$ cat src/rtl/count_clk_pkg.sv
// Shared constants and legality helpers for the twelve-hour BCD wall clock.
package count_clk_pkg;

  localparam logic [7:0] HH_RST = 8'h12;
  localparam logic [7:0] MM_RST = 8'h00;
  localparam logic [7:0] SS_RST = 8'h00;
  localparam logic       PM_RST = 1'b0;

  localparam logic [7:0] SEC_MIN_MAX    = 8'h59;
  localparam logic [7:0] HOUR_MAX       = 8'h12;
  localparam logic [7:0] HOUR_MIN       = 8'h01;
  localparam logic [7:0] HOUR_PM_TOGGLE = 8'h11;
  localparam logic [3:0] DIGIT_MAX      = 4'h9;

  function automatic logic legal_mod60(input logic [7:0] v);
    return (v[3:0] <= DIGIT_MAX) && (v[7:4] <= SEC_MIN_MAX[7:4]);
  endfunction

  function automatic logic legal_hour(input logic [7:0] v);
    return (v[3:0] <= DIGIT_MAX) && (v >= HOUR_MIN) && (v <= HOUR_MAX);
  endfunction

endpackage

$ cat src/rtl/count_clk_bcd_mod60.sv
// Two-digit packed-BCD 00-59 counter with enable, carry out and synchronous reset.
module bcd_mod60
  import count_clk_pkg::*;
#(
  parameter logic [7:0] RstVal = 8'h00
) (
  input  logic       clk,
  input  logic       reset,
  input  logic       ena,
  output logic [7:0] cnt,
  output logic       carry
);

  logic [7:0] cnt_d;

  always_comb begin
    cnt_d = cnt;
    carry = 1'b0;
    if (ena) begin
      if (cnt == SEC_MIN_MAX) begin
        cnt_d = 8'h00;
        carry = 1'b1;
      end else if (cnt[3:0] == DIGIT_MAX) begin
        cnt_d = {cnt[7:4] + 4'd1, 4'h0};
      end else begin
        cnt_d = {cnt[7:4], cnt[3:0] + 4'd1};
      end
    end
  end

  always_ff @(posedge clk) begin
    if (reset) begin
      cnt <= RstVal;
    end else begin
      cnt <= cnt_d;
    end
  end

endmodule

$ cat src/rtl/count_clk.sv
// Twelve-hour BCD wall clock; one enabled cycle is one second.
// Define COUNT_CLK_ILLEGAL_RECOVER_EN to reload 12:00:00 AM from any illegal stored value.
module count_clk
  import count_clk_pkg::*;
(
  input  logic       clk,
  input  logic       reset,
  input  logic       ena,
  output logic       pm,
  output logic [7:0] hh,
  output logic [7:0] mm,
  output logic [7:0] ss
);

  logic       sec_carry;
  logic       min_carry;
  logic       recover;
  logic       clr;
  logic [7:0] hh_d;
  logic       pm_d;

`ifdef COUNT_CLK_ILLEGAL_RECOVER_EN
  assign recover = ena & ~(legal_mod60(ss) & legal_mod60(mm) & legal_hour(hh));
`else
  assign recover = 1'b0;
`endif

  // Recovery reuses the synchronous reset path so all fields reload together.
  assign clr = reset | recover;

  bcd_mod60 #(
    .RstVal(SS_RST)
  ) u_ss (
    .clk  (clk),
    .reset(clr),
    .ena  (ena),
    .cnt  (ss),
    .carry(sec_carry)
  );

  bcd_mod60 #(
    .RstVal(MM_RST)
  ) u_mm (
    .clk  (clk),
    .reset(clr),
    .ena  (sec_carry),
    .cnt  (mm),
    .carry(min_carry)
  );

  always_comb begin
    hh_d = hh;
    pm_d = pm;
    if (min_carry) begin
      if (hh == HOUR_MAX) begin
        hh_d = HOUR_MIN;
      end else if (hh[3:0] == DIGIT_MAX) begin
        hh_d = {hh[7:4] + 4'd1, 4'h0};
      end else begin
        hh_d = {hh[7:4], hh[3:0] + 4'd1};
      end
      // Meridiem flips entering 12 o'clock, not on the 12 -> 01 step.
      if (hh == HOUR_PM_TOGGLE) begin
        pm_d = ~pm;
      end
    end
  end

  always_ff @(posedge clk) begin
    if (clr) begin
      hh <= HH_RST;
      pm <= PM_RST;
    end else begin
      hh <= hh_d;
      pm <= pm_d;
    end
  end

endmodule

$ cat config.mk
export PLATFORM = sky130hd
export DESIGN_NAME = count_clk
export DESIGN_NICKNAME = d
export VERILOG_FILES = /design/src/rtl/count_clk_pkg.sv /design/src/rtl/count_clk_bcd_mod60.sv /design/src/rtl/count_clk.sv
export SDC_FILE = /design/constraint.sdc
export NUM_CORES = 1
export LEC_CHECK = 0
export CAP_MARGIN = 10
export CORE_ASPECT_RATIO = 1.5
export CORE_MARGIN = 8
export CORE_UTILIZATION = 52
export CTS_BUF_LIST = sky130_fd_sc_hd__clkbuf_4
export DETAILED_ROUTE_END_ITERATION = 8
export PLACE_DENSITY = 0.89
export SETUP_SLACK_MARGIN = 0.4
export SYNTH_ARGS = -nofsm -noshare
export SYNTH_HDL_FRONTEND = slang
export SYNTH_HIERARCHICAL = 1
export SYNTH_SLANG_ARGS = --single-unit
$ cat constraint.sdc
create_clock -name clk -period 3.2 [get_ports clk]
set_input_delay 0.32 -clock clk [delete_from_list [all_inputs] [get_ports clk]]
set_output_delay 0.32 -clock clk [all_outputs]
set_load 0.03 [all_outputs]
**Yosys cells after proc, flatten, opt, wreduce, memory -nomap -nowiden**

Cells that the tools add are included.

- Register bits after elaboration: 25
- Input port bits: 3
- Output and inout port bits: 25
- Word-level logic and storage cells: 38

- Add/subtract/negate cells: 6
- Equality and inequality tests: 7
- Muxes and demuxes: 10
- Bitwise logic cells: 1
- Reductions and logical operators: 7

Operators by type and width:

| cell | count |
|---|---|
| 8-bit 2-to-1 mux | 6 |
| 4-bit by 1-bit adder with 4-bit output, second input constant | 6 |
| 8-bit by 5-bit equality test with 1-bit output, second input constant | 2 |
| 8-bit by 7-bit equality test with 1-bit output, second input constant | 2 |
| 4-bit equality test, second input constant | 3 |
| 2-bit AND reduction | 4 |
| 2-bit nonzero test | 3 |
| 1-bit 2-to-1 mux | 4 |
| 1-bit inverter | 1 |

**Logic depth before layout (Yosys ltp)**

Gate-level depths: netlist (run 1).

- Depth after elaboration: 5
- Gate-level depth with buffers: 10
- Mapped depth without buffers: 9

**Modules after synthesis**

Netlist (run 1), hierarchy kept.

Modules (own cells, without submodules):

| module | times used | cells an instance | area each (um^2) | seq. area each (um^2) |
|---|---|---|---|---|
| bcd_mod60 | 2 | 51 | 434.2 | 160.2 |
| count_clk | 1 | 53 | 484.2 | 180.2 |

**Worst setup path before layout (run 1)**

OpenSTA, ideal clock, no wires.

- Path kind: reg2reg
- Start: register u_ss.cnt[4]
- End: register pm
- Library setup time: 0.123 ns
- Data arrival time: 2.683 ns
- Required time: 3.077 ns
- Setup slack: 0.394 ns
- Cell stages (with the launch flop): 10
- Buffers on the path: 1
- Clock period less this slack: 2.806 ns
- Path through: dfxtp_1 ha_1 nand3b_1 nor3_1 nand4b_2 nor3_1 clkbuf_1 nand2_1 nor4_4 mux2_1

- Cells in the longest elaborated chain, start to end: 5

RTL lines:

| what | RTL line | source |
|---|---|---|
| from (decl) | count_clk_bcd_mod60.sv:10 | `output logic [7:0] cnt,` |
| from (signal assigned) | count_clk_bcd_mod60.sv:33 | `cnt <= RstVal;` |
| from (signal assigned) | count_clk_bcd_mod60.sv:35 | `cnt <= cnt_d;` |
| 8-bit by 7-bit equality test with 1-bit output | count_clk_bcd_mod60.sv:20 | `if (cnt == SEC_MIN_MAX) begin` |
| 1-bit 2-to-1 mux | count_clk_bcd_mod60.sv:20 |  |
| 1-bit 2-to-1 mux | count_clk_bcd_mod60.sv:19 | `if (ena) begin` |
| via sec_carry | count_clk.sv:15 | `logic sec_carry;` |
| 1-bit 2-to-1 mux | count_clk_bcd_mod60.sv:19 |  |
| via min_carry | count_clk.sv:16 | `logic min_carry;` |
| 2-bit AND reduction (no line) | -- |  |
| to (signal assigned) | count_clk.sv:75 | `pm <= pm_d;` |
| to (decl) | count_clk.sv:9 | `output logic pm,` |

The timed path passes the listed nets, and every way through them passes these cells.
A chain may end at the register's enable or synchronous reset.

**Worst setup path in the final report (run 1)**

- Start: input ena
- End: register pm

- Cells in the longest elaborated chain, start to end: 3

RTL lines:

| what | RTL line | source |
|---|---|---|
| from (decl) | count_clk.sv:8 | `input logic ena,` |
| 1-bit 2-to-1 mux | count_clk_bcd_mod60.sv:19 |  |
| via sec_carry | count_clk.sv:15 |  |
| 1-bit 2-to-1 mux | count_clk_bcd_mod60.sv:19 |  |
| via min_carry | count_clk.sv:16 |  |
| 2-bit AND reduction (no line) | -- |  |

The timed path passes the listed nets, and every way through them passes these cells.

==> results.md, run 1 <==
GRT:
- The overall overflow remaining after global route is 0.
- Entering global routing, the biggest net connects 23 pins.
- The global-route total usage across every layer is 14.72%.
- The number of antenna violations at the first check in global routing came to 0.
- The first global-routing pass estimated 5.444 mm of wire.
- The number of global-route vias before repair came to 1236.

Critical path:
- Of all nets on the critical path, the largest fanout is 6.
- The worst reg2reg path depth is 8.
- For flop-to-flop paths, the worst setup slack is slightly below 0.8 ns.
- The worst setup path is launched from a primary input.
- The worst setup path is captured at a flop.
- For the worst setup path, the data arrival time is 2.69 ns.
- The worst reg2reg path startpoint is u_ss/cnt[4]$_SDFFE_PP0P_.
- STA puts the critical path data required time at around 3.4 ns.
- In this run the critical register-to-register path is captured at pm$_SDFFE_PP0P_.
- The critical path is of the in -> reg type.

Final layout:
- The layout has 201 filler cells.
- The net count of the finished layout is around 190.
- Across the whole layout, storage elements account for 500.5 um^2.
- After the flow finishes, the layout carries non-filler instances totaling 207.
- The number of antenna diodes in the final layout is 0.
- The ratio of cells with drive above 1 in the final layout is 7.650%.
- The area of the multi-input gates is roughly 800 um^2.
- The area growth from synthesis to layout is 24.61%.

Yosys:
- The number of flops mapped to enable cells by yosys is 0.
- The most common flop cell mapped by yosys is sky130_fd_sc_hd__dfxtp_1.
- Yosys instantiated no cell more often than sky130_fd_sc_hd__dfxtp_1.
- Summed over its instances, the top area cell type makes up a little under two fifths of the synthesized netlist area.
- The post-synthesis cell type count is 34.
- The post-synthesis cell count is 155.
- The cell type with the highest aggregate area in the netlist is sky130_fd_sc_hd__dfxtp_1.
- In the synthesized netlist, the cells that appear most often are 25 x sky130_fd_sc_hd__dfxtp_1, 13 x sky130_fd_sc_hd__inv_1, 13 x sky130_fd_sc_hd__nor2_1, 10 x sky130_fd_sc_hd__nor2b_1, 10 x sky130_fd_sc_hd__o21ai_0.
- In this run the cell area of the synthesized design comes to roughly 0.0014 mm^2.
- The synthesized area divided by synthesized cell count is 8.726 um^2.
- The warning count from the yosys run is 6.
- The number of nets in the synthesized netlist is 164.
- The part of the Yosys area used for sequential elements is 37.00%.
- The share of async-settable or async-resettable flops after synthesis is 0%.
- The number of flip-flops and latches in the synthesized netlist is 25.
- By area the synthesized netlist is led by sky130_fd_sc_hd__dfxtp_1 37%, sky130_fd_sc_hd__ha_1 5.6%, sky130_fd_sc_hd__nor2b_1 4.6%.

Min path:
- The worst hold path belongs to the class reg -> reg.
- In this run the most critical hold path is launched from u_mm/cnt[7]$_SDFFE_PP0P_.
- The hold-critical path depth is 2.
- The endpoint with the worst hold slack is u_mm/cnt[7]$_SDFFE_PP0P_.

Clock network:
- After clock tree synthesis, the clock-pin slew on the worst setup and hold paths is 0.15 ns.
- The H-tree depth is 1.
- The number of hold buffers added after CTS is 0.
- The cell at the root of the clock tree is sky130_fd_sc_hd__clkbuf_4.
- The number of clock buffers added by TritonCTS is 3.
- The clock tree from TritonCTS is built.
- The number of clock sinks is 25.
- The clock passes through at most 2 buffers.
- The insertion delay of the later-clocked pin in the worst-skew pair is about 0.33 ns.

STA:
- Setup repair after global routing left no endpoint under its margin.
- The total setup violations reported at the end of the flow is 0.
- The final number of hold-violating endpoints is 0.
- The largest clock skew in the final design is 0.01241 ns.
- The slew of the pin with the lowest slew margin is approximately 0.72 ns.
- Derived from the worst setup path, the maximum achievable clock frequency is 406.8 MHz.
- The total negative slack for setup checks is 0 ns.
- The count of pins over their slew limit was 0.
- The routed design could run at a clock period as short as 2.458 ns.
- The worst relative slew slack is between 50% and 60%.
- The fraction of the cycle the final worst path needs is 76.82%.

Detailed routing:
- In the routed layout, each cell is associated on average with a via count of 5.976.
- The routed wire length is 3.106 mm.
- The count of unresolved DRC violations after routing is 0.
- The number of DRC violations after detailed-routing iteration 0 is 39.
- The post-detailed-route wirelength per cell is about 15 um.
- The via count is 1237.
- The first-pass iteration count of the detailed router is 4.
- Once detail routing completed, the nets flagged for antenna violations numbered 0.

Die:
- The I/O pin count is 28.
- The die covers approximately 0.0045 mm^2.
- The area of the core is between 0.002 and 0.0025 mm^2.
- The starting density of the core is a little under three fifths.
- The row count is 22.
- The width of the die is 57.64 um.
- The floorplan step set the die height to 78.46 um.

Power:
- The worst vdd rail ir drop is 0.0002513 V.
- Power spread over the standard cell area amounts to 292.3 mW/mm^2.
- The leakage power total is 0.6589 nW.
- Power comes to 492.6 uW.

Placed design:
- The number of placed instances, taps included is 203.
- The congestion estimate from routability-driven global placement came to between 0.8 and 0.9.
- The HPWL after detailed placement is 2.301 mm.
- Port buffering added 27 buffers.

Run status:
- The flow ran to the end, and the final reports show no timing, DRC or antenna violations.

Run:
- The count of maximum capacitance violations is 0.
## final cells by class
class / count / share of cell area [%]
multi-input cells: 111 / 46.62
flip-flops and latches: 25 / 29.70
repair buffers: 30 / 17.37
inverters: 13 / 2.895
well taps: 24 / 1.782
clock buffers: 3 / 1.336
clock inverters: 1 / 0.2970
## power breakdown
part | internal (mW) | switching (mW)
Sequential | 0.314 | 0.00558
Combinational | 0.0114 | 0.0173
Clock | 0.0469 | 0.0977
Total | 0.372 | 0.121
## worst max-delay path by stage
| stage | slack, ns | to | from | cells after the start |
|---|---|---|---|---|
| floorplan | 0.56 | pm$_SDFFE_PP0P_ | u_ss/cnt[4]$_SDFFE_PP0P_ | 9 |
| global placement | 0.37 | pm$_SDFFE_PP0P_ | ena | 8 |
| detailed placement | 0.21 | pm$_SDFFE_PP0P_ | ena | 8 |
| CTS | 0.54 | pm$_SDFFE_PP0P_ | ena | 8 |
| global route | 0.57 | pm$_SDFFE_PP0P_ | ena | 8 |
| finish | 0.74 | pm$_SDFFE_PP0P_ | ena | 8 |
## cells in the final DEF (no fill, tap or decap)
cell type and instances:
sky130_fd_sc_hd__a21oi_1 9, sky130_fd_sc_hd__a31oi_1 1, sky130_fd_sc_hd__a32o_1 3, sky130_fd_sc_hd__and3_1 1
sky130_fd_sc_hd__and4b_1 4, sky130_fd_sc_hd__and4bb_1 1, sky130_fd_sc_hd__buf_4 3, sky130_fd_sc_hd__clkbuf_4 3
sky130_fd_sc_hd__clkdlybuf4s50_1 27, sky130_fd_sc_hd__clkinv_2 1, sky130_fd_sc_hd__dfxtp_1 25, sky130_fd_sc_hd__ha_1 6
sky130_fd_sc_hd__inv_1 13, sky130_fd_sc_hd__mux2_1 2, sky130_fd_sc_hd__mux2_2 1, sky130_fd_sc_hd__nand2_1 5
sky130_fd_sc_hd__nand3_1 9, sky130_fd_sc_hd__nand3b_1 2, sky130_fd_sc_hd__nand4_1 5, sky130_fd_sc_hd__nand4b_2 2
sky130_fd_sc_hd__nor2_1 13, sky130_fd_sc_hd__nor2b_1 10, sky130_fd_sc_hd__nor3_1 1, sky130_fd_sc_hd__nor3_2 2
sky130_fd_sc_hd__nor3b_1 2, sky130_fd_sc_hd__nor4_4 1, sky130_fd_sc_hd__nor4bb_1 1, sky130_fd_sc_hd__o211ai_1 2
sky130_fd_sc_hd__o21ai_0 10, sky130_fd_sc_hd__o311ai_1 2, sky130_fd_sc_hd__o31ai_1 1, sky130_fd_sc_hd__o41ai_1 2
sky130_fd_sc_hd__or3_1 5, sky130_fd_sc_hd__or4b_4 1, sky130_fd_sc_hd__xnor2_1 3, sky130_fd_sc_hd__xor2_1 4
## flip-flops by register name, summed over array words and instances, names as in the netlist
| signal | cells |
|---|---|
| hh | 8 |
| pm | 1 |
| u_mm/cnt | 8 |
| u_ss/cnt | 8 |
## worst max-delay path, cell delays in order
cell                              delay (ns)
sky130_fd_sc_hd__clkdlybuf4s50_1        0.60
sky130_fd_sc_hd__nand4b_2               0.22
sky130_fd_sc_hd__nor3_2                 0.25
sky130_fd_sc_hd__nand4b_2               0.23
sky130_fd_sc_hd__nor3_2                 0.37
sky130_fd_sc_hd__nand2_1                0.17
sky130_fd_sc_hd__nor4_4                 0.18
sky130_fd_sc_hd__mux2_1                 0.35
## routing by layer
layer / vias up / GRT usage [%] / share of wire, %
li1: 616 / - / -
met1: 585 / 14.53 / 41
met2: 28 / 27.07 / 51
met3: 8 / 3.915 / 5.5
met4: 0 / 7.557 / 2.6
met5: - / 0 / 0
## metrics by stage
| stage | cell area [um^2] | setup WS [ns] | util [%] | hold WS (ns) |
|---|---|---|---|---|
| finish | 1685 | 0.7416 | 68.79 | 0.5504 |
| detailed placement | 1653 | 0.2070 | 67.47 | 0.5277 |
| CTS | 1680 | 0.5446 | 68.59 | 0.5537 |
| floorplan | 1358 | 0.5560 | - | 0.4568 |
| global route | 1685 | 0.5734 | 68.79 | 0.5648 |
| global placement | 1653 | 0.3681 | 67.47 | 0.5022 |
## kinds of logic after synthesis
family / after synthesis / share of synthesized area, %
compound gates: 30 / 13.97
xor+xnor: 7 / 4.533
fa+ha+maj: 6 / 5.550
simple gates: 65 / 30.80
mux: 3 / 2.498
flops: 25 / 37.00
buf+inv: 19 / 5.643
## repair_timing
item,4_1_cts,5_1_grt
endpoints found under the hold margin,0,0
gates resized for setup,0,1
setup buffers,0,0
endpoints found under the setup margin,0,1
Power figures use the tool's default switching activity.
==> run 2: changes to the inputs <==
clock period = 2.6 ns   (was 3.2 ns; I/O delays follow)
==> run 2 against run 1 <==
Net effect:
- count of clock-buffer cells in the layout is 1 higher
- worst setup slack worse by 0.24 ns
- sequential power is 23% higher
- clock skew hardly changed
- global-route usage is 0.51 points lower
- combinational power is 28% higher
- critical path depth is 1 higher
- flip-flop and latch count stayed put
- die area stayed put
- utilization is 6.5 points higher
- clock power is 26% higher
- via count is 6.8% higher
- critical endpoint unchanged
- largest power group unchanged
- highest routed layer unchanged
==> results.md, run 2 (synthesis gave the netlist of run 1 again) <==
Min path:
- The hold-critical path depth is 2 (unchanged).
- The endpoint with the worst hold slack is u_ss/cnt[3]$_SDFFE_PP0P_ (was u_mm/cnt[7]$_SDFFE_PP0P_).
- The class of the tightest hold or removal check is reg -> reg (unchanged).
- The start point of the worst hold path was u_ss/cnt[3]$_SDFFE_PP0P_ (was u_mm/cnt[7]$_SDFFE_PP0P_).

Power:
- The worst vdd rail ir drop was 0.0003267 V (was 0.0002513 V).
- The leakage power total is 0.7441 nW (was 0.6589 nW).
- The power density normalized to cell area is 331.5 mW/mm^2 (was 292.3 mW/mm^2).

Die:
- The height of the die is 78.46 um (unchanged).
- The area of the core came to 0.002450 mm^2 (unchanged).
- The row count was 22 (unchanged).
- The floorplan die area came to 0.004522 mm^2 (unchanged).
- The width of the die is 57.64 um (unchanged).
- The I/O pin count came to 28 (unchanged).
- The starting density of the core is 55.21% (unchanged).

Critical path:
- The worst reg2reg path depth is 9 (was 8).
- The startpoint type of the worst setup path is a flop (was primary input).
- The category of the most critical setup path is reg -> reg (was in -> reg).
- By instance count, the cell type seen most on the critical path is sky130_fd_sc_hd__nor3_4.
- The endpoint of the lowest-slack register-to-register path is pm$_SDFFE_PP0P_ (unchanged).
- The element type at the critical path end was a flop (unchanged).
- The required arrival time at the worst endpoint is 2.83 ns (was 3.43 ns).
- The worst reg2reg path startpoint is u_ss/cnt[5]$_SDFFE_PP0P_ (was u_ss/cnt[4]$_SDFFE_PP0P_).
- The arrival time at the worst endpoint is 2.32 ns (was 2.69 ns).
- The slowest cell on the critical path is sky130_fd_sc_hd__dfxtp_4 (was sky130_fd_sc_hd__clkdlybuf4s50_1).
- Cell Chain, Critical Path: inv_2, ha_4, nand3b_1, nor3_4, nand4b_4, nor3_4, nand2_2, nor4_4, mux2_4 (was clkdlybuf4s50_1, nand4b_2, nor3_2, nand4b_2, nor3_2, nand2_1, nor4_4, mux2_1).
- The register-to-register setup slack came to 0.51 ns (was 0.78 ns).
- The delay contributed by the slowest stage of the critical path came to 0.37 ns (was 0.60 ns).
- The maximum fanout along the worst path is 4 (was 6).

Final layout:
- The number of inserted diodes was 0 (unchanged).
- The ratio of cells with drive above 1 in the final layout is 18.04% (was 7.650%).
- Commonest cells after routing, fill and taps aside: 27 x sky130_fd_sc_hd__clkdlybuf4s50_1, 20 x sky130_fd_sc_hd__dfxtp_1, 14 x sky130_fd_sc_hd__buf_4 (was 27 x sky130_fd_sc_hd__clkdlybuf4s50_1, 25 x sky130_fd_sc_hd__dfxtp_1, 13 x sky130_fd_sc_hd__inv_1, 13 x sky130_fd_sc_hd__nor2_1).
- Biggest regs: hh: 8 flops, u_mm/cnt: 8 flops, u_ss/cnt: 8 flops (unchanged).
- The total number of nets in the final design is 204 (was 193).
- The final-layout fill cell count is 161 (was 201).
- The filler-free cell count of the finished design was 218 (was 207).
- The utilization after layout was 75.33% (was 68.79%).
- The most common cell after layout, fill and taps aside is sky130_fd_sc_hd__clkdlybuf4s50_1 (unchanged).
- The area overhead of the layout relative to synthesis is 36.45% (was 24.61%).

Clock network:
- The number of hold buffers added after CTS is 0 (unchanged).
- The number of buffers added by the clock tree synthesis step is 3 (unchanged).
- The clock-pin slew of the registers on the worst-case setup and hold paths came to 0.14 ns (was 0.15 ns).
- The number of clock sinks was 25 (unchanged).
- The insertion delay of the later-clocked pin in the worst-skew pair is 0.32 ns (was 0.33 ns).
- The cell at the root of the clock tree is sky130_fd_sc_hd__clkbuf_4 (unchanged).
- The clock tree from TritonCTS is built (unchanged).
- The worst-case clock buffer depth is 2 (unchanged).
- The H-tree depth is 1 (unchanged).

Detailed routing:
- The via count was 1321 (was 1237).
- The post-detailed-route wirelength per cell is 16.71 um (was 15.00 um).
- The routed wire length came to 3.643 mm (was 3.106 mm).
- The number of DRC violations after detailed-routing iteration 0 came to 61 (was 39).
- The number of vias per cell after detailed routing is 6.060 (was 5.976).
- The count of antenna-violating nets left after detailed routing is 0 (unchanged).
- The count of unresolved DRC violations after routing was 0 (unchanged).
- The first-pass iteration count of the detailed router was 4 (unchanged).

Run status:
- Status: completed (unchanged).

STA:
- The largest clock skew in the final design was 0.01213 ns (was 0.01241 ns).
- The worst relative slew slack was 69.58% (was 52.18%).
- The total negative slack for setup checks is 0 ns (unchanged).
- The final number of hold-violating endpoints is 0 (unchanged).
- The count of pins over their slew limit is 0 (unchanged).
- The maximum clock frequency is between 400 and 500 MHz.
- For the finished layout, the period the worst path requires is about 2.1 ns.
- The total setup violations reported at the end of the flow is 0 (unchanged).
- Of the available clock period, the critical path in the final layout requires around four fifths.
- The slew of the pin with the lowest slew margin is 0.4556 ns (was 0.7150 ns).
- RSZ-0062 raised after global routing: false (unchanged).
- The worst setup slack after layout is 0.5062 ns (was 0.7416 ns).

Run:
- The count of maximum capacitance violations was 0 (unchanged).

Placed design:
- The HPWL after detailed placement is 2.392 mm (was 2.301 mm).
- The weighted congestion at the end of routability-driven global placement is 0.8460 (was 0.8081).
- The number of input and output port buffers inserted is 27 (unchanged).
- The pre-CTS setup slack is 0.1288 ns (was 0.2070 ns).
- The number of placed instances, taps included is 203 (unchanged).

GRT:
- The number of global-route vias before repair was 1212 (was 1236).
- The number of antenna violations at the first check in global routing is 0 (unchanged).
- The pin count of the biggest net entering global routing was 32 (was 23).
- The overall overflow remaining after global route came to 0 (unchanged).
- The global-route total usage across every layer was 14.21% (was 14.72%).
- The first-pass GRT wire length is 5.388 mm (was 5.444 mm).
[run 2: worst max-delay path by stage]
stage	from	end	slack, ns	cells past startpoint
6_report	u_ss/cnt[5]$_SDFFE_PP0P_	pm$_SDFFE_PP0P_	0.51	9
5_1_grt	u_ss/cnt[5]$_SDFFE_PP0P_	pm$_SDFFE_PP0P_	0.38	9
4_1_cts	u_ss/cnt[5]$_SDFFE_PP0P_	hh[4]$_SDFFE_PP1P_	0.40	9
3_5_place_dp	ena	hh[4]$_SDFFE_PP1P_	0.13	8
3_3_place_gp	ena	hh[5]$_SDFFE_PP0P_	0.21	8
2_1_floorplan	u_ss/cnt[4]$_SDFFE_PP0P_	pm$_SDFFE_PP0P_	0.40	9
[run 2: per-layer routing]
layer / routed length [um] / GRT usage (%)
met1: 1368 / 14.20
met2: 1971 / 27.75
met3: 176 / 2.773
met4: 126 / 4.786
met5: 0 / 0
[run 2: area by class of cell]
| class | count | area (um^2) | share of cell area, % |
|---|---|---|---|
| sequential | 25 | 511.7 | 27.73 |
| tap | 24 | 30.03 | 1.627 |
| inverter | 13 | 48.80 | 2.644 |
| clock buffer | 4 | 30.03 | 1.627 |
| timing repair buffer | 41 | 375.4 | 20.34 |
| multi-input combinational | 111 | 849.6 | 46.03 |
[run 2: worst max-delay path: cells and delay by family, from the launching register on]
family	cells	cell delay, ns
fa+ha+maj	1	0.13
buf+inv	1	0.06
flops	1	0.37
mux	1	0.32
simple gates	6	1.11
[run 2: repair_timing]
item	4_1_cts	5_1_grt
pin swaps	2	3
buffers inserted	2	9
hold endpoints to repair	0	0
resized for setup	3	3
endpoints found under the setup margin	5	7
[run 2: where the power goes]
group | leakage (nW) | switching, mW | internal, mW
registers | 0.205 | 0.00822 | 0.384
clock network | 0.0184 | 0.112 | 0.0705
logic | 0.521 | 0.0227 | 0.0141
[run 2: stage by stage]
stage	total power, mW	cell area [um^2]	hold WS [ns]
floorplan	0.4217	1413	0.3967
global placement	0.4350	1698	0.5047
detailed placement	0.4367	1698	0.5249
CTS	0.6125	1764	0.5441
global route	0.6262	1846	0.5740
finish	0.6117	1846	0.5370
==> run 3: changes to the inputs <==
CORE_UTILIZATION = 47   (was 52)
PLACE_DENSITY = 0.85   (was 0.89)
clock period = 1.8 ns   (was 2.6 ns; I/O delays follow)
==> run 3 against run 2 <==
Net effect:
- the flow now finishes with violations (setup timing)
- die area rose by 8.0%
- combinational power rose by 110%
- design area rose by 13%
- routed wire length rose by 15%
- clock skew fell by 0.0087 ns
- critical endpoint is now hh[3]$_SDFFE_PP0P_
- total power rose by 49%
- sequential share of layout area fell by 3.0 points
- utilization fell by 1.1 points
- global-route usage rose by 2.8 points
- largest cell class unchanged
==> results.md, run 3 (synthesis gave the netlist of run 1 again) <==
Run status:
- Status: complete, but fails checks (was completed).
- The final reports fail on setup timing.

Critical path:
- The category of the most critical setup path is reg -> reg (unchanged).
- The required arrival time at the worst endpoint is 2.06 ns (was 2.83 ns).
- The kind of cell adding the most delay to the critical path is simple AND/OR/NAND/NOR gates (unchanged).
- The startpoint of the worst setup timing path is u_ss/cnt[5]$_SDFFE_PP0P_ (unchanged).
- The maximum fanout along the worst path was 6 (was 4).
- The register-to-register setup slack came to -0.21 ns (was 0.51 ns).
- The delay contributed by the slowest stage of the critical path is 0.38 ns (was 0.37 ns).
- The cell occurring most often along the worst timing path is sky130_fd_sc_hd__buf_4 (was sky130_fd_sc_hd__nor3_4).
- The worst reg2reg path depth is 11 (was 9).
- The element type at the critical path end is a flop (unchanged).
- Cell Chain, Critical Path: inv_4, ha_4, nand3b_1, nor3_4, nand4b_4, nor3_2, buf_4, buf_4, nand4_1, xor2_1, nor3_1 (was inv_2, ha_4, nand3b_1, nor3_4, nand4b_4, nor3_4, nand2_2, nor4_4, mux2_4).
- The worst reg2reg path startpoint is u_ss/cnt[5]$_SDFFE_PP0P_ (unchanged).
- The arrival time at the worst endpoint is 2.27 ns (was 2.32 ns).
- The number of buffers and inverters on the critical path came to 3 (was 1).
- The endpoint of the lowest-slack register-to-register path is hh[3]$_SDFFE_PP0P_ (was pm$_SDFFE_PP0P_).
- The slowest cell on the critical path is sky130_fd_sc_hd__dfxtp_4 (unchanged).
- The startpoint type of the worst setup path was a flop (unchanged).

GRT:
- The first-pass GRT wire length is 6.575 mm (was 5.388 mm).
- The met1 track utilization from global routing is 16.18% (was 14.20%).
- The number of antenna violations at the first check in global routing is 0 (unchanged).
- The met2 demand-to-capacity share in global routing is 33.15% (was 27.75%).
- The most congested layer reported by global routing is met2 (unchanged).
- The number of global-route vias before repair is 1500 (was 1212).
- The global-route total usage across every layer is 17.01% (was 14.21%).
- The met3 usage in global routing is 2.665% (was 2.773%).
- The overall overflow remaining after global route is 0 (unchanged).
- The pin count of the biggest net entering global routing is 14 (was 32).

Die:
- The area of the core was 0.002823 mm^2 (was 0.002450 mm^2).
- The I/O pin count was 28 (unchanged).
- The width of the die is 59.80 um (was 57.64 um).
- The floorplan die area is 0.004886 mm^2 (was 0.004522 mm^2).
- The row count came to 24 (was 22).
- The starting density of the core was 47.92% (was 55.21%).
- The height of the die is 81.70 um (was 78.46 um).

Detailed routing:
- The number of vias per cell after detailed routing was 5.775 (was 6.060).
- The first-pass iteration count of the detailed router is 4 (unchanged).
- The post-detailed-route wirelength per cell was 16.58 um (was 16.71 um).
- The count of unresolved DRC violations after routing is 0 (unchanged).
- The number of DRC violations after detailed-routing iteration 0 is 48 (was 61).
- The routed wire length is 4.195 mm (was 3.643 mm).
- The count of antenna-violating nets left after detailed routing was 0 (unchanged).
- The via count is 1461 (was 1321).

STA:
- The count of pins over their slew limit came to 0 (unchanged).
- The worst relative slew slack came to 69.30% (was 69.58%).
- The final number of hold-violating endpoints was 0 (unchanged).
- The total negative slack for setup checks is -1.839 ns (was 0 ns).
- The total setup violations reported at the end of the flow came to 15 (was 0).
- RSZ-0062 raised after global routing: true (was false).
- The maximum clock frequency was 498.0 MHz (was 477.6 MHz).
- The fraction of the cycle the final worst path needs came to 111.6% (was 80.53%).
- The slew of the pin with the lowest slew margin is 0.4591 ns (was 0.4556 ns).
- The largest clock skew in the final design is 0.003419 ns (was 0.01213 ns).
- The final critical path time including I/O delays and setup was 2.008 ns (was 2.094 ns).
- The worst setup slack after layout was -0.2082 ns (was 0.5062 ns).

Clock network:
- The insertion delay of the later-clocked pin in the worst-skew pair is 0.33 ns (was 0.32 ns).
- The clock-pin slew of the registers on the worst-case setup and hold paths is 0.13 ns (was 0.14 ns).
- The H-tree depth came to 1 (unchanged).
- The number of buffers added by the clock tree synthesis step is 3 (unchanged).
- The number of hold buffers added after CTS is 0 (unchanged).
- The number of clock sinks is 25 (unchanged).
- The clock tree from TritonCTS is built (unchanged).
- The cell at the root of the clock tree is sky130_fd_sc_hd__clkbuf_4 (unchanged).
- The worst-case clock buffer depth is 2 (unchanged).

Final layout:
- The ratio of cells with drive above 1 in the final layout came to 43.93% (was 18.04%).
- The most common cell after layout, fill and taps aside is sky130_fd_sc_hd__buf_4 (was sky130_fd_sc_hd__clkdlybuf4s50_1).
- The number of inserted diodes was 0 (unchanged).
- The area overhead of the layout relative to synthesis is 54.86% (was 36.45%).
- The register cell area after layout came to 518.0 um^2 (was 511.7 um^2).
- Biggest regs: hh: 8 flops, u_mm/cnt: 8 flops, u_ss/cnt: 8 flops (unchanged).
- The final-layout fill cell count is 203 (was 161).
- The total number of nets in the final design was 224 (was 204).
- Commonest cells after routing, fill and taps aside: 29 x sky130_fd_sc_hd__buf_4, 15 x sky130_fd_sc_hd__dfxtp_1, 13 x sky130_fd_sc_hd__nor2_1 (was 27 x sky130_fd_sc_hd__clkdlybuf4s50_1, 20 x sky130_fd_sc_hd__dfxtp_1, 14 x sky130_fd_sc_hd__buf_4).
- The area of the multi-input gates is 948.4 um^2 (was 849.6 um^2).

Min path:
- The endpoint with the worst hold slack was u_ss/cnt[3]$_SDFFE_PP0P_ (unchanged).
- The start point of the worst hold path is u_ss/cnt[3]$_SDFFE_PP0P_ (unchanged).
- The class of the tightest hold or removal check is reg -> reg (unchanged).
- The hold-critical path depth is 2 (unchanged).

Run:
- The count of maximum capacitance violations is 0 (unchanged).

Power:
- The power after layout came to 913.8 uW (was 611.7 uW).
- The power density normalized to cell area is 436.3 mW/mm^2 (was 331.5 mW/mm^2).
- The worst vdd rail ir drop is 0.0003867 V (was 0.0003267 V).
- The leakage power total was 0.9620 nW (was 0.7441 nW).

Placed design:
- The HPWL after detailed placement came to 2.982 mm (was 2.392 mm).
- The number of input and output port buffers inserted is 27 (unchanged).
- The weighted congestion at the end of routability-driven global placement is 0.8690 (was 0.8460).
run 3: cell type report:
type	instances	share of cell area, %
flip-flops and latches	25	24.73
clock buffers	4	1.434
repair buffers	61	23.78
well taps	39	2.330
inverters	13	2.449
multi-input cells	111	45.28
run 3: worst max-delay path by stage:
| stage | endpoint | slack, ns | cells after the start |
|---|---|---|---|
| 3_5_place_dp | hh[4]$_SDFFE_PP1P_ | -0.42 | 9 |
| 3_3_place_gp | pm$_SDFFE_PP0P_ | -0.27 | 9 |
| 5_1_grt | pm$_SDFFE_PP0P_ | -0.35 | 10 |
| 2_1_floorplan | pm$_SDFFE_PP0P_ | -0.35 | 9 |
| 6_report | hh[3]$_SDFFE_PP0P_ | -0.21 | 11 |
| 4_1_cts | pm$_SDFFE_PP0P_ | -0.17 | 10 |
run 3: worst min-delay path, stage by stage (launching register included):
cell                      delay [ns]
sky130_fd_sc_hd__dfxtp_2        0.38
sky130_fd_sc_hd__o21ai_0        0.08
sky130_fd_sc_hd__a21oi_1        0.06
run 3: what timing repair did:
action	CTS	global route
gates resized for setup	71	30
setup endpoints to repair	43	32
buffers inserted	4	5
pin swaps	9	7
run 3: routing by layer:
metal,vias to the layer above,part of all wire [%]
li1,672,-
met1,724,36
met2,50,58
met3,15,3.5
met4,0,2.7
met5,-,0
run 3: per-stage QoR:
stage | cells | instance area [um^2] | setup WS, ns | hold WS, ns | util [%]
global route | 253 | 2095 | -0.3518 | 0.5623 | 74.20
global placement | 240 | 1897 | -0.2659 | 0.5082 | 67.20
floorplan | 155 | 1428 | -0.3503 | 0.3167 | -
CTS | 248 | 2014 | -0.1703 | 0.5401 | 71.37
detailed placement | 240 | 1897 | -0.4191 | 0.5214 | 67.20
finish | 253 | 2095 | -0.2082 | 0.5411 | 74.20
run 3: power breakdown:
| group | leakage, nW | internal (mW) | switching, mW |
|---|---|---|---|
| registers | 0.206 | 0.555 | 0.00417 |
| clock network | 0.0184 | 0.102 | 0.176 |
| logic | 0.737 | 0.0288 | 0.0471 |
| total | 0.962 | 0.686 | 0.227 |
